$ cat src/rtl/cpu_bus_scheduler.sv
// Shared CPU memory bus arbiter with an OAM DMA engine.
// Priority is DMA > interrupt handler > instruction executor.
module cpu_bus_scheduler #(
  parameter logic [15:0] DMA_REG_ADDR  = 16'h4014,
  parameter logic [15:0] OAM_DATA_ADDR = 16'h2004
) (
  input  logic        clk,
  input  logic        rst,
  input  logic [15:0] ie_addr,
  input  logic [7:0]  ie_data_out,
  input  logic        ie_write_en,
  input  logic [15:0] ih_addr,
  input  logic [7:0]  ih_data_out,
  input  logic        ih_write_en,
  input  logic        ih_busy,
  input  logic [7:0]  cpu_data_in,
  output logic [15:0] mem_addr,
  output logic [7:0]  mem_data_out,
  output logic        mem_write_en,
  output logic        ie_stall,
  output logic        ih_grant,
  output logic        dma_active,
  output logic        dma_done
);

  typedef enum logic [2:0] {
    StIdle,
    StAlign0,
    StAlign1,
    StRead,
    StWrite,
    StDone
  } state_e;

  state_e     state_q, state_d;
  logic [7:0] page_q, page_d;
  logic [7:0] idx_q, idx_d;
  logic       parity_q;
  logic       trigger;
  logic       bus_we;

  // Only an executor-owned write can start a transfer; a busy handler masks it.
  assign trigger = (state_q == StIdle) && !ih_busy && ie_write_en &&
                   (ie_addr == DMA_REG_ADDR);

  always_ff @(posedge clk or negedge rst) begin
    if (!rst) begin
      state_q  <= StIdle;
      page_q   <= 8'h00;
      idx_q    <= 8'h00;
      parity_q <= 1'b0;
    end else begin
      state_q  <= state_d;
      page_q   <= page_d;
      idx_q    <= idx_d;
      parity_q <= ~parity_q;
    end
  end

  always_comb begin
    state_d = state_q;
    page_d  = page_q;
    idx_d   = idx_q;
    unique case (state_q)
      StIdle: begin
        if (trigger) begin
          page_d  = ie_data_out;
          idx_d   = 8'h00;
          state_d = StAlign0;
        end
      end
      // An odd-parity start costs one extra alignment cycle.
      StAlign0: state_d = parity_q ? StAlign1 : StRead;
      StAlign1: state_d = StRead;
      StRead:   state_d = StWrite;
      StWrite: begin
        idx_d   = idx_q + 8'h01;
        state_d = (idx_q == 8'hFF) ? StDone : StRead;
      end
      StDone:   state_d = StIdle;
      default:  state_d = StIdle;
    endcase
  end

  always_comb begin
    dma_active   = (state_q != StIdle);
    dma_done     = (state_q == StDone);
    ih_grant     = ih_busy && !dma_active;
    ie_stall     = dma_active || ih_busy;
    mem_addr     = ie_addr;
    mem_data_out = ie_data_out;
    bus_we       = ie_write_en;
    if (dma_active) begin
      mem_addr     = 16'h0000;
      mem_data_out = 8'h00;
      bus_we       = 1'b0;
      if (state_q == StRead) begin
        mem_addr = {page_q, idx_q};
      end else if (state_q == StWrite) begin
        mem_addr     = OAM_DATA_ADDR;
        mem_data_out = cpu_data_in;
        bus_we       = 1'b1;
      end
    end else if (ih_busy) begin
      mem_addr     = ih_addr;
      mem_data_out = ih_data_out;
      bus_we       = ih_write_en;
    end
    mem_write_en = bus_we && rst;
  end

endmodule

$ cat config.mk
export PLATFORM = sky130hd
export DESIGN_NAME = cpu_bus_scheduler
export DESIGN_NICKNAME = d
export VERILOG_FILES = /design/src/rtl/cpu_bus_scheduler.sv
export SDC_FILE = /design/constraint.sdc
export NUM_CORES = 1
export LEC_CHECK = 0
export CAP_MARGIN = 20
export CORE_MARGIN = 5
export CORE_UTILIZATION = 41
export DETAILED_ROUTE_END_ITERATION = 12
export PLACE_DENSITY = 0.83
export REMOVE_ABC_BUFFERS = 1
export SETUP_SLACK_MARGIN = 0.05
export SYNTH_ARGS = -nofsm -noshare
export SYNTH_HDL_FRONTEND = slang
export SYNTH_SLANG_ARGS = --single-unit
$ cat constraint.sdc
create_clock -name clk -period 5.9 [get_ports clk]
set_input_delay 1.18 -clock clk [delete_from_list [all_inputs] [get_ports clk]]
set_output_delay 1.18 -clock clk [all_outputs]
set_load 0.05 [all_outputs]
# [Word level (Yosys, flattened, before mapping)]
# Index checks and enable logic that the tools add are counted.
[classes] mul=0 bitwise_logic=1 n_eq_ne=8 reduce_logical=13 add_sub_neg=1 n_div=0 shifts=0 n_lt_le_gt_ge=0 muxes=18
[op_table] operator="two-way mux 16 bit" count=3
[op_table] operator="two-way mux 8 bit" count=5
[op_table] operator="equality test 16 x 15 -> 1 bit (second input constant)" count=1
[op_table] operator="one-hot mux 8 bit (2 select lines)" count=1
[op_table] operator="one-hot mux 3 bit (5 select lines)" count=1
[op_table] operator="two-way mux 14 bit" count=1
[op_table] operator="adder 8 x 1 -> 8 bit (second input constant)" count=1
[op_table] operator="equality test 8 bit (second input constant)" count=1
[op_table] operator="equality test 3 x 2 -> 1 bit (second input constant)" count=2
[op_table] operator="equality test 3 bit (second input constant)" count=2
[op_table] operator="two-way mux 3 bit" count=2
[op_table] operator="logical AND 1 bit" count=5
[op_table] operator="two-way mux 1 bit" count=5
[op_table] operator="AND reduction 2 bit" count=2
[op_table] operator="equality test 3 x 1 -> 1 bit (second input constant)" count=1
[op_table] operator="logical NOT 3 bit" count=1
[op_table] operator="nonzero test 3 bit" count=1
[op_table] operator="logical NOT 1 bit" count=2
[op_table] operator="inequality test 2 bit (second input constant)" count=1
[op_table] operator="nonzero test 2 bit" count=1
[op_table] operator="logical OR 1 bit" count=1
[op_table] operator="NOT 1 bit" count=1
[word_totals] output_inout_bits=29 latchBits=0 ramBits=0 mem_count=0 wordCells=45 in_bits=61 ff_bits=20 rom_bits=0

# [Logic depth before layout (Yosys ltp)]
[logic_depth] depth_word=6 ltp_mapped=7 ltp_nobuf=5

# [Worst setup path after synthesis]
# OpenSTA, ideal clock, no wires.
[synth_path] path_kind="input to output" from="in ih_busy" to="out mem_addr[0]" setup_slack_ns=1.508 t_arrival_ns=3.212 cell_stages=4 n_path_buf=2 t_required_ns=4.720 cell_sequence="clkbuf_1 -> buf_1 -> mux2i_1 -> o21ai_0"
[synth_via] elab_chain_len=2
[synth_lines] element="from (decl)" line_no="15" source="input logic ih_busy,"
[synth_lines] element="two-way mux 16 bit" line_no="104" source="end else if (ih_busy) begin"
[synth_lines] element="two-way mux 16 bit" line_no="93" source="if (dma_active) begin"
[synth_lines] element="to (decl)" line_no="17" source="output logic [15:0] mem_addr,"
# No other way between the ends.

# [Final worst setup path]
[layout_path] from="in ih_busy" to="out mem_addr[13]"
# The elaborated chain is that of the path after synthesis.

==> impl_metrics.json <==
{
  "outcome": "complete, no violations",
  "synth_area_sq_um": 1550,
  "max_freq_mhz": 227,
  "multi_input_area_sq_um": 968,
  "finalNonFillerCells": 317,
  "rsz0062_at_grt": "no",
  "cts_sinks": 20,
  "dr.pass1.iters": 4,
  "p_per_area_nw_per_um2": 440,
  "synth_cells": 185,
  "cts_resized": 0,
  "use_met1": 0.245,
  "busiest_layer": "met2",
  "arrival_ns": 3.23,
  "finalClockSkew_ns": 0.00239,
  "synthToLayoutAreaGrowth_pct": 63.4,
  "die_h_microns": 71.5,
  "async_flop_share": 1.00,
  "hold_slack_ns": 0.417,
  "ys_types": 35,
  "ys_seq_elements": 20,
  "antenna_cells": 0,
  "place_ws_ns": 1.47,
  "final.setup.tns_ns": 0,
  "syn_area_per_cell_sq_um": 8.38,
  "setup_ws_ns": 1.49,
  "grt_overflow": 0,
  "start_util": 0.423,
  "dpl_cell_area_sq_um": 2460,
  "drive_gt1_frac": 0.0818,
  "final_common_cell": "clkdlybuf4s50_1",
  "io_pins": 90,
  "core_sq_um": 3660,
  "path_clk_slew_ns": 0.08,
  "cp-end-kind": "output pin",
  "final-max-slew-violation-count": 0,
  "ys.flop_type": "dfrtp_1",
  "setup_viol": 0,
  "grt_max_degree": 29,
  "cts_setup_buffers": 0,
  "r2r_slack_ns": 3.43,
  "via_per_inst": 5.16,
  "drtAntennaViolNets": 0,
  "grt_pass1_wl_microns": 7910,
  "cts_tree": "done",
  "peakVddDrop_uv": 261,
  "port_buffers": 89,
  "required_ns": 4.72,
  "dp_hpwl_microns": 3740,
  "hp-class": "flip-flop to flip-flop",
  "seqCellArea_sq_um": 500,
  "fp.dieW_microns": 71.5,
  "startpoint_type": "input port",
  "use_met2": 0.336,
  "route.detailed.drc": 0,
  "yosysSeqAreaShare": 0.323,
  "cts-root-buf": "clkbuf_8",
  "rows": 22,
  "final-hold-violation-count": 0,
  "cp_max_fo": 28,
  "place_inst": 313,
  "postLayoutCellArea_sq_um": 2530,
  "p_leak_nw": 1.06,
  "routed_wl_microns": 4880,
  "drt_iter0_markers": 70,
  "max_slew_margin": 0.485,
  "mostFrequentLayoutCells": "clkdlybuf4s50_1 (89), nand2_1 (39), o21ai_0 (27), mux2i_1 (24), dfrtp_1 (20)",
  "worst_pin_slew_ns": 0.771,
  "vias": 1636,
  "grt_use_met3": 0.0337,
  "maxCapViolations": 0,
  "worst-setup-path-type": "input port to output pin",
  "total_power_mw": 1.11,
  "final_core_util": 0.692,
  "post_drt_wl_per_cell_microns": 15.4,
  "place.gp.congestion": 0.829,
  "final_nets": 332,
  "yosysWarningCount": 0,
  "synth-edff-count": 0,
  "ctsHoldBuffers": 0,
  "grt_pass1_vias": 1606,
  "post-route-period-util": 0.748,
  "dieArea_sq_um": 5110,
  "cts_made_buffers": 3,
  "h-tree-depth": 1,
  "fillers": 315,
  "period_needed_ns": 4.41,
  "clock_latency_ns": 0.26,
  "grt_usage": 0.190,
  "cts_buffer_depth": 2,
  "antenna_found_initial": 0
}
## cells in the mapped netlist (all sizes together) (4+ instances only)
cell type	count	share of area
dfrtp	20	0.32
nand3	5	0.016
nor2	12	0.029
o21ai	27	0.087
mux2i	24	0.15
nand2	39	0.094
buf	6	0.034
nor2b	4	0.016
mux2	8	0.061
clkbuf	7	0.017
## registers in the layout, summed over array words and instances (netlist names)
name,count
state_q,3
idx_q,8
parity_q,1
page_q,8
## final timing paths
kind                                 start           end  cells after the start
min in group asynchronous              rst    state_q[0]                      2
worst max register to register  state_q[1]     page_q[5]                      4
worst min register to register    parity_q      parity_q                      1
worst max-delay path               ih_busy  mem_addr[13]                      5
worst min-delay path              parity_q      parity_q                      1
max in group asynchronous              rst      idx_q[0]                      2
## power breakdown
| group | switching (mW) | internal [mW] |
|---|---|---|
| clock network | 0.0476 | 0.0905 |
| logic | 0.472 | 0.268 |
| registers | 0.0629 | 0.173 |
## final cells by class
type,instances,area share
clock buffers,3,0.0163
clock inverters,1,0.0119
inverters,2,0.00296
multi-input cells,150,0.382
flip-flops and latches,20,0.198
well taps,48,0.0237
repair buffers,93,0.365
## per-layer routing
layer / up-vias / part of all wire / wire length, microns
met5: - / 0 / 0
met4: 0 / 0.0041 / 20
met3: 2 / 0.056 / 274
met2: 54 / 0.49 / 2390
met1: 767 / 0.45 / 2190
li1: 813 / - / -
## kinds of logic after synthesis
| family | Yosys count | synth area share |
|---|---|---|
| mux | 32 | 0.215 |
| buf+inv | 15 | 0.0557 |
| compound gates | 37 | 0.136 |
| simple gates | 77 | 0.245 |
| flops | 20 | 0.323 |
| xor+xnor | 3 | 0.0170 |
| fa+ha+maj | 1 | 0.00807 |
## worst max-delay path, cell delays in order
cell             delay, ns
clkdlybuf4s50_1       0.46
buf_4                 0.38
a211oi_1              0.13
o31ai_1               0.23
clkdlybuf4s50_1       0.84
Note: power is estimated with default switching activity, not from simulation.
